`config.mk`:
```
export PLATFORM = sky130hd
export DESIGN_NAME = return_addr_stack
export DESIGN_NICKNAME = d
export VERILOG_FILES = /design/src/rtl/return_addr_stack.sv
export SDC_FILE = /design/constraint.sdc
export NUM_CORES = 1
export LEC_CHECK = 0
export ABC_AREA = 0
export CORE_MARGIN = 3
export CORE_UTILIZATION = 30
export CTS_CLUSTER_SIZE = 12
export DETAILED_ROUTE_END_ITERATION = 6
export GPL_TIMING_DRIVEN = 1
export PLACE_DENSITY = 0.57
export SLEW_MARGIN = 20
export SYNTH_ARGS = -nofsm -noshare
export SYNTH_HDL_FRONTEND = slang
export SYNTH_SLANG_ARGS = --single-unit
```
`constraint.sdc`:
```
create_clock -name clk -period 10.3 [get_ports clk]
set_input_delay 1.03 -clock clk [delete_from_list [all_inputs] [get_ports clk]]
set_output_delay 1.03 -clock clk [all_outputs]
set_load 0.01 [all_outputs]
```
`src/rtl/return_addr_stack.sv`:
```
// Hardware call/return address stack: pushes PC+1 on CALL and presents the
// top of stack combinationally for the PC mux to select on RET.
module return_addr_stack #(
  parameter int unsigned ADDR_WIDTH = 10,
  parameter int unsigned DEPTH      = 32
) (
  input  logic                         clk,
  input  logic                         rst,
  input  logic                         push,
  input  logic                         pop,
  input  logic                         clr_err,
  input  logic [ADDR_WIDTH-1:0]        pc_count,
  output logic [ADDR_WIDTH-1:0]        from_stack,
  output logic [$clog2(DEPTH):0]       sp,
  output logic                         empty,
  output logic                         full,
  output logic                         overflow,
  output logic                         underflow
);

  localparam int unsigned IDX_W = $clog2(DEPTH);
  localparam int unsigned SP_W  = IDX_W + 1;

  logic [ADDR_WIDTH-1:0] mem [DEPTH];

  logic [IDX_W-1:0]      top_idx;
  logic [ADDR_WIDTH-1:0] push_val;
  logic                  wr_en;
  logic [IDX_W-1:0]      wr_idx;
  logic [SP_W-1:0]       sp_d;
  logic                  overflow_d;
  logic                  underflow_d;

  assign empty    = (sp == '0);
  assign full     = (sp == SP_W'(DEPTH));
  assign top_idx  = IDX_W'(sp - SP_W'(1));
  assign push_val = pc_count + ADDR_WIDTH'(1);

  // The SP gate keeps unwritten entries from ever reaching the PC mux.
  assign from_stack = empty ? '0 : mem[top_idx];

  // Next-state decode on {push,pop}; a same-cycle flag set beats clr_err.
  always_comb begin
    wr_en       = 1'b0;
    wr_idx      = IDX_W'(sp);
    sp_d        = sp;
    overflow_d  = clr_err ? 1'b0 : overflow;
    underflow_d = clr_err ? 1'b0 : underflow;
    case ({push, pop})
      2'b10: begin
        if (full) begin
          overflow_d = 1'b1;
        end else begin
          wr_en = 1'b1;
          sp_d  = sp + SP_W'(1);
        end
      end
      2'b01: begin
        if (empty) underflow_d = 1'b1;
        else       sp_d        = sp - SP_W'(1);
      end
      2'b11: begin
        wr_en = 1'b1;
        if (empty) begin
          wr_idx = '0;
          sp_d   = SP_W'(1);
        end else begin
          wr_idx = top_idx;
        end
      end
      default: ;
    endcase
  end

  always_ff @(posedge clk or posedge rst) begin
    if (rst) begin
      sp        <= '0;
      overflow  <= 1'b0;
      underflow <= 1'b0;
    end else begin
      sp        <= sp_d;
      overflow  <= overflow_d;
      underflow <= underflow_d;
    end
  end

  // Storage is intentionally not reset; sp alone defines validity.
  always_ff @(posedge clk) begin
    if (wr_en) mem[wr_idx] <= push_val;
  end

endmodule

```
After elaboration in Yosys (flattened, before gate mapping):

Memories as Yosys holds them, arrays and structs flattened.
Cells that the tools add are included.

* RAM bits: 320
* word-level logic and storage cells: 34
* memory bits (read-only): 0
* bits in latches: 0
* bits in registers: 8
* memories kept: 1
* bits of input ports: 15
* output and inout bits: 20

Memories
* mem: words 32, width 10, rd ports 1, clocked after memory_dff 0, wr ports 1, RTL line 24 `logic [ADDR_WIDTH-1:0] mem [DEPTH];`

* div/mod/pow operators: 0
* reductions and logical operators: 3
* multiplexer cells: 17
* equal/unequal tests: 7
* $mul: 0
* shifts and indexed selects: 0
* $add $sub $neg: 3
* $lt $le $gt $ge: 0
* bitwise logic cells: 0

Operators with widths (count)
* 6-bit two-way mux: 3
* 6-bit one-hot mux with 3 select lines: 1
* 10-bit by 1-bit adder with 10-bit output (second input constant): 1
* 10-bit two-way mux: 1
* 5-bit two-way mux: 2
* 1-bit two-way mux: 9
* 6-bit by 1-bit adder with 6-bit output (second input constant): 1
* 6-bit == test (second input constant): 1
* 6-bit logical NOT: 1
* 2-bit inequality test (second input constant): 3
* 6-bit by 1-bit subtractor with 6-bit output (second input constant): 1
* 2-bit == test (second input constant): 2
* 4-bit AND reduction: 1
* 3-bit nonzero test: 1
* 2-bit by 1-bit == test with 1-bit output (second input constant): 1
* 1-bit one-hot mux with 2 select lines: 1

Logic depth before layout (Yosys ltp):

Gate-level depths: netlist of run 1.

* word-level depth: 5
* mapped depth: 13
* gate-level depth less buffers: 7

Worst setup path after synthesis of run 1:

Ideal clock, no wire load.

* kind: reg2out
* start: register sp[0]
* end: output from_stack[0]
* path slack: 6372 ps
* data required time: 9270 ps
* cell stages (with the launch flop): 12
* arrival: 2898 ps
* cell sequence: dfrtp_1 -> buf_2 -> buf_2 -> buf_2 -> inv_1 -> ha_1 -> clkbuf_1 -> clkbuf_1 -> mux4_2 -> mux2i_1 -> o22a_1 -> o221ai_1

* longest elaborated chain between the ends: 3
* elaborated cells on any way between the ends: 4
* those cells by class: add/sub: 1; mux: 1; reduce/logical: 1; memory: 1

RTL lines
* from (decl): RTL line 14 `output logic [$clog2(DEPTH):0] sp,`
* from (signal assigned): RTL line 81 `sp <= sp_d;`
* 6-bit by 1-bit subtractor with 6-bit output
* memory read 32 x 10 bit
* 10-bit two-way mux (*): RTL line 40 `assign from_stack = empty ? '0 : mem[top_idx];`
* to (decl): RTL line 13 `output logic [ADDR_WIDTH-1:0] from_stack,`

Mark *: on every way between the ends. The rest lies on a longest branch, timed or not.

Worst setup path in the final report of run 1:

* start: register sp[0]
* end: output from_stack[2]

The elaborated chain is that of the path after synthesis.

==> metrics.md, run 1 <==
| Metric | Value |
|---|---|
| Maximum number of pins on one net before global-route repair | 62 |
| Total cell area at the placement stage | ~15000 sq um |
| Max-slew violation total from the final report | 0 |
| NumNets Final | 739 |
| Count of buffers added by post-CTS timing repair for setup | 0 |
| Unrepaired setup endpoints after global routing | no |
| Routed via count | approximately 6600 |
| Leak | a little under 5 nW |
| Buffers added on ports | 34 |
| Yosys warning count | 0 |
| Cells after Synth | roughly 660 |
| Layout cell share with drive strength beyond 1 | a little under a quarter |
| Min-delay src | overflow |
| Initial cell density of the core | 30.7% |
| H-tree depth reported by CTS | 2 |
| Final design instance area without fill | between 15000 and 20000 sq um |
| I/O pin count | 35 |
| P&R area growth vs syn | 17.2% |
| Worst Hold Path Cells | 1 |
| Maximum clock frequency | around 170 MHz |
| First-pass DRT Iterations | 5 |
| Final Hold Viols | 0 |
| Wire length of the first global-routing pass | 44.6 mm |
| Full die area | approximately 47000 sq um |
| Number of routed nets with antenna violations | 0 |
| CP Data Arrival Time | 4.89 ns |
| Number of max-cap violations | 0 |
| Top cell type by total area after synthesis | sky130_fd_sc_hd__edfxtp_1 |
| Top-area cell type share of the netlist area | 72.1% |
| Setup_tns | 0 ns |
| Final worst path period share | 57.5% |
| Clk sink count | about 330 |
| Clock buffers created by TritonCTS | 35 |
| Count of hold buffers inserted by post-cts repair | 0 |
| Commonest cells after routing, fill and taps aside | 320 x sky130_fd_sc_hd__edfxtp_1, 80 x sky130_fd_sc_hd__mux4_2, 42 x sky130_fd_sc_hd__mux2i_1, 35 x sky130_fd_sc_hd__clkbuf_16, 34 x sky130_fd_sc_hd__clkdlybuf4s50_1 |
| Slew headroom | about 25% |
| Min-delay worst type | flop to flop |
| Per-instance average area after synthesis | 20.3 sq um |
| Commonest non-fill, non-tap cell in the layout | sky130_fd_sc_hd__edfxtp_1 |
| Net count of the mapped netlist | between 600 and 700 |
| Reg2reg path depth | 6 |
| CTS clk-pin slew, worst paths | about 0.060 ns |
| Placeable core region | 43500 sq um |
| Remaining global-route overflow | 0 |
| Per-cell routed wire length | between 20 and 25 um |
| Root buf cell | sky130_fd_sc_hd__clkbuf_16 |
| Areal power density over the cells | between 200 and 300 nW/um^2 |
| Number of unique standard cell types used by synthesis | 55 |
| RePlAce Congestion | between 0.7 and 0.8 |
| Worst voltage drop across the vdd grid | ~0.14 mV |
| Worst Setup SP | sp[0] |
| Netlist area before placement | 13300 sq um |
| Violation count after the first detailed-routing iteration | approximately 570 |
| Number of antenna violations at the first check in global routing | 0 |
| Number of placement rows | between 70 and 80 |
| Core utilization of the finished layout | between 30 and 40% |
| HPWL after detailed placement | ~18 mm |
| Clock buffer depth | 3 |
| Number of synthesized flops with an enable pin | 320 |
| Vertical extent of the die | 217 um |
| Total length of routed wires | a little under 30 mm |
| Setup slack of the worst register-to-register path | ~5.4 ns |
| Via count of the first global-routing pass | approximately 6700 |
| Overall global routing resource usage | approximately an eighth |
| CP Launch Type | flop |
| Origin of the critical flop-to-flop path | sp[0] |
| Post-synth top flop | sky130_fd_sc_hd__edfxtp_1 |
| Post-synth ARST share | under 10% |
| Start-to-end type of the worst setup path | flop to output pin |
| Setup-violating endpoint count in the final report | 0 |
| Worst-skew pair later-pin latency | ~0.51 ns |
| Vias per cell | a little under 5 |
| Worst clock skew | approximately 0.016 ns |
| Sequential fraction of the synthesis area | around three quarters |
| Required time reported for the critical path endpoint | roughly 9.3 ns |
| Chip Width | approximately 220 um |
| Antenna diode count | 0 |
| Outcome | completed |
| Worst Tran Pin Value | approximately 1.1 ns |
| Largest fanout on the critical path | 61 |
| Synth area leaders | sky130_fd_sc_hd__edfxtp_1 72%, sky130_fd_sc_hd__mux4_2 14%, sky130_fd_sc_hd__mux2i_1 3.2% |
| DRC Markers | 0 |
| Final critical delay including setup and external delays | ~6 ns |
| CP endpoint kind | output pin |
| Synth Register Bits | ~330 |
| CTS tree | done |
| Count of instances resized after the clock tree is built | 0 |
[state kept, by name, indices dropped and copies added (netlist names)]
name / flops
mem: 320
overflow: 1
sp: 6
underflow: 1
[where the power goes]
group / leakage, nW / internal, W / switching (W) / total, W
Sequential: 2.99 / 0.00156 / 0.0000919 / 0.00165
Clock: 0.492 / 0.000655 / 0.000488 / 0.00114
Combinational: 1.43 / 0.000783 / 0.000918 / 0.00170
Total: 4.91 / 0.00300 / 0.00150 / 0.00450
[critical path, cell delays in order (launching register included)]
cell and delay [ns]:
sky130_fd_sc_hd__dfrtp_4 0.96, sky130_fd_sc_hd__inv_1 0.32, sky130_fd_sc_hd__ha_4 0.58, sky130_fd_sc_hd__buf_4 0.78
sky130_fd_sc_hd__mux4_2 0.41, sky130_fd_sc_hd__mux2i_1 0.34, sky130_fd_sc_hd__o22a_1 0.24, sky130_fd_sc_hd__o221ai_1 0.17
sky130_fd_sc_hd__clkdlybuf4s50_1 0.52
[area by class of cell]
class                      instances  area (sq um)
clock buffer                      50           932
inverter                           8          30.0
clock inverter                     8          85.1
sequential                       328          9810
tap                              585           732
fill                            4005         27800
multi-input combinational        287          3470
timing repair buffer              60           556
[synth_stat cells (all sizes together) (3+ instances only)]
cell and count:
dfrtp 8, xnor2 7, nand2b 3, mux2i 44, inv 8, nor2 18, o31ai 5, o21ai 13
buf 19, clkbuf 16, nand2 16, and3 4, ha 4, o221ai 10, nand3 10, nor3 19
o22a 10, a21oi 6, and2 4, mux4 80, edfxtp 320
[logic make-up (layout without fill, tap and decap cells)]
logic type               Yosys count  count (layout)  synth area share, %
AND/OR/NAND/NOR                   86              86                 3.46
adder cells (fa/ha/maj)            4               4                0.376
buffers and inverters             43             126                 1.33
flip-flops                       328             328                 73.6
AO/OA/AOI/OAI                     64              64                 3.75
multiplexers                     124             124                 16.9
XOR/XNOR                           9               9                0.592
[path summary, 6_finish.rpt]
kind / to
setup / recovery: from_stack[2]
hold / removal: overflow
setup reg to reg: mem[21][5]
hold reg to reg: overflow
max in group asynchronous: sp[0]
min in group asynchronous: underflow
[through the flow]
step	std cells	setup slack (ns)	hold WS, ns	power, W
final	1326	4.38	0.519	0.00450
after detailed placement	1267	4.76	0.498	0.00340
after global routing	1326	4.07	0.548	0.00471
after global placement	1267	4.81	0.485	0.00339
after floorplan	658	6.37	0.531	0.00274
after CTS	1325	4.21	0.516	0.00454
[metal layers]
layer / GRT usage [%] / part of all wire, % / vias to the layer above
met2: 19.7 / 47 / 165
met3: 1.88 / 4.3 / 56
li1: - / - / 2887
met4: 3.90 / 3.0 / 0
met1: 18.2 / 45 / 3472
met5: 0 / 0 / -
No activity file was read; power rests on OpenSTA's default activity.
==> inputs of run 2 (changes only) <==
==> constraint.sdc (replaced) <==
create_clock -name clk -period 6.2 [get_ports clk]
set_input_delay 0.62 -clock clk [delete_from_list [all_inputs] [get_ports clk]]
set_output_delay 0.62 -clock clk [all_outputs]
set_load 0.01 [all_outputs]
==> metrics.md, run 2 (synthesis gave the netlist of run 1 again) <==
| Metric | Value |
|---|---|
| Count of buffers added by post-CTS timing repair for setup | 0 |
| Initial cell density of the core | a little under a third |
| I/O pin count | 35 |
| Start-to-end type of the worst setup path | flop to output pin |
| CP Launch Type | flop |
| CTS clk-pin slew, worst paths | around 0.06 ns |
| Chip Width | 217 um |
| Wire length of the first global-routing pass | around 45 mm |
| Root buf cell | sky130_fd_sc_hd__clkbuf_16 |
| Number of max-cap violations | 0 |
| Final worst path period share | 83.6% |
| Setup_tns | 0 ns |
| Antenna diode count | 0 |
| Cell chain of the critical path | inv_1 > ha_1 > or3b_1 > and2_0 > nor2b_1 > nand2_1 > o221ai_1 > clkdlybuf4s50_1 |
| Count of hold buffers inserted by post-cts repair | 0 |
| NumNets Final | ~750 |
| Areal power density over the cells | 482 nW/um^2 |
| Maximum clock frequency | 193 MHz |
| Number of placement rows | between 70 and 80 |
| Final Hold Viols | 0 |
| Pwr Total | 0.00757 W |
| Worst Tran Pin Value | about 1.1 ns |
| Slew headroom | 27.1% |
| Vias per cell | approximately 5 |
| Worst voltage drop across the vdd grid | approximately 0.21 mV |
| Setup slack of the worst register-to-register path | between 1.5 and 2 ns |
| First-pass DRT Iterations | 5 |
| CP endpoint kind | output pin |
| Worst-skew pair later-pin latency | approximately 0.52 ns |
| Required time reported for the critical path endpoint | between 5 and 6 ns |
| H-tree depth reported by CTS | 2 |
| Count of instances resized after the clock tree is built | 0 |
| CTS tree | done |
| Final hold slack | approximately 0.36 ns |
| Clock buffer depth | 3 |
| Outcome | completed |
| Number of antenna violations at the first check in global routing | 0 |
| Buffers added on ports | 34 |
| Number of instances in the placed design | approximately 1300 |
| Overall global routing resource usage | between 10 and 15% |
| Largest reg by FF count | mem |
| Crit-path slowest cell | sky130_fd_sc_hd__dfrtp_4 |
| Final critical delay including setup and external delays | between 5 and 6 ns |
| Clk sink count | 328 |
| Non-filler instance count after layout | around 1300 |
| Per-cell routed wire length | 22.4 um |
| Largest registers | mem: 320 flops, sp: 6 flops |
| Remaining global-route overflow | 0 |
| Unrepaired setup endpoints after global routing | no |
| Setup-violating endpoint count in the final report | 0 |
| P&R area growth vs syn | 17.8% |
| Total length of routed wires | 29.8 mm |
| Number of routed nets with antenna violations | 0 |
| Placeable core region | between 40000 and 50000 sq um |
| CP Data Arrival Time | 4.56 ns |
| RePlAce Congestion | 0.802 |
| Layout cell share with drive strength beyond 1 | about a quarter |
| Worst clock skew | between 0.015 and 0.02 ns |
| DRC Markers | 0 |
| Maximum number of pins on one net before global-route repair | 52 |
| Crit path largest cell delay | around 0.76 ns |
| Max-slew violation total from the final report | 0 |
| Via count of the first global-routing pass | approximately 6900 |
| Full die area | ~47000 sq um |
| HPWL after detailed placement | 18.3 mm |
| Violation count after the first detailed-routing iteration | 517 |
| Commonest cells after routing, fill and taps aside | 320 x sky130_fd_sc_hd__edfxtp_1, 80 x sky130_fd_sc_hd__mux4_2, 42 x sky130_fd_sc_hd__mux2i_1, 36 x sky130_fd_sc_hd__clkbuf_16, 34 x sky130_fd_sc_hd__clkdlybuf4s50_1 |
| Largest fanout on the critical path | 42 |
| Max reg flops | between 300 and 400 |
| Commonest non-fill, non-tap cell in the layout | sky130_fd_sc_hd__edfxtp_1 |
| Routed via count | ~6600 |
| Leak | roughly 4.9 nW |
| Vertical extent of the die | roughly 220 um |
| Clock buffers created by TritonCTS | 36 |
| Min-delay worst type | input pin to asynchronous set/reset pin |
| Reg2reg path depth | 5 |
run 2: power breakdown:
| part | total (W) | switching [W] | internal (W) |
|---|---|---|---|
| combinational | 0.00287 | 0.00155 | 0.00132 |
| clock | 0.00196 | 0.000808 | 0.00115 |
| sequential | 0.00274 | 0.000150 | 0.00259 |
run 2: stage by stage:
stage | util (%) | setup slack, ns | area (sq um)
6_report | 36.1 | 1.02 | 15700
5_1_grt | 36.1 | 0.784 | 15700
4_1_cts | 36.1 | 0.952 | 15700
3_5_place_dp | 33.7 | 1.52 | 14600
3_3_place_gp | 33.7 | 1.54 | 14600
2_1_floorplan | - | 2.40 | 13300
run 2: per-layer routing:
metal  vias to the layer above  GRT usage [%]  part of all wire, %  wire [um]
li1                       2898              -                    -          -
met3                        57           2.19                  5.4       1600
met4                         0           4.18                  2.8        839
met2                       190           20.9                   48      14500
met5                         -              0                    0          0
met1                      3486           17.6                   43      12900
run 2: final timing paths:
path / start / to
worst max-delay path: sp[0] / from_stack[8]
worst min-delay path: rst / underflow
worst max register to register: sp[0] / mem[21][8]
worst min register to register: overflow / overflow
max in group asynchronous: rst / sp[0]
min in group clk: overflow / overflow
run 2: final cells by class:
class                      instances  area (sq um)
clock inverter                    11           118
fill                            4009         27800
tap                              585           732
timing repair buffer              66           609
inverter                           8          30.0
sequential                       328          9810
multi-input combinational        287          3460
clock buffer                      47           942
run 2: worst max-delay path: cells and delay by family, from the launching register on:
family	cells	cell delay, ns
simple gates	4	1.36
fa+ha+maj	1	0.45
flops	1	0.76
buf+inv	2	0.97
compound gates	1	0.46
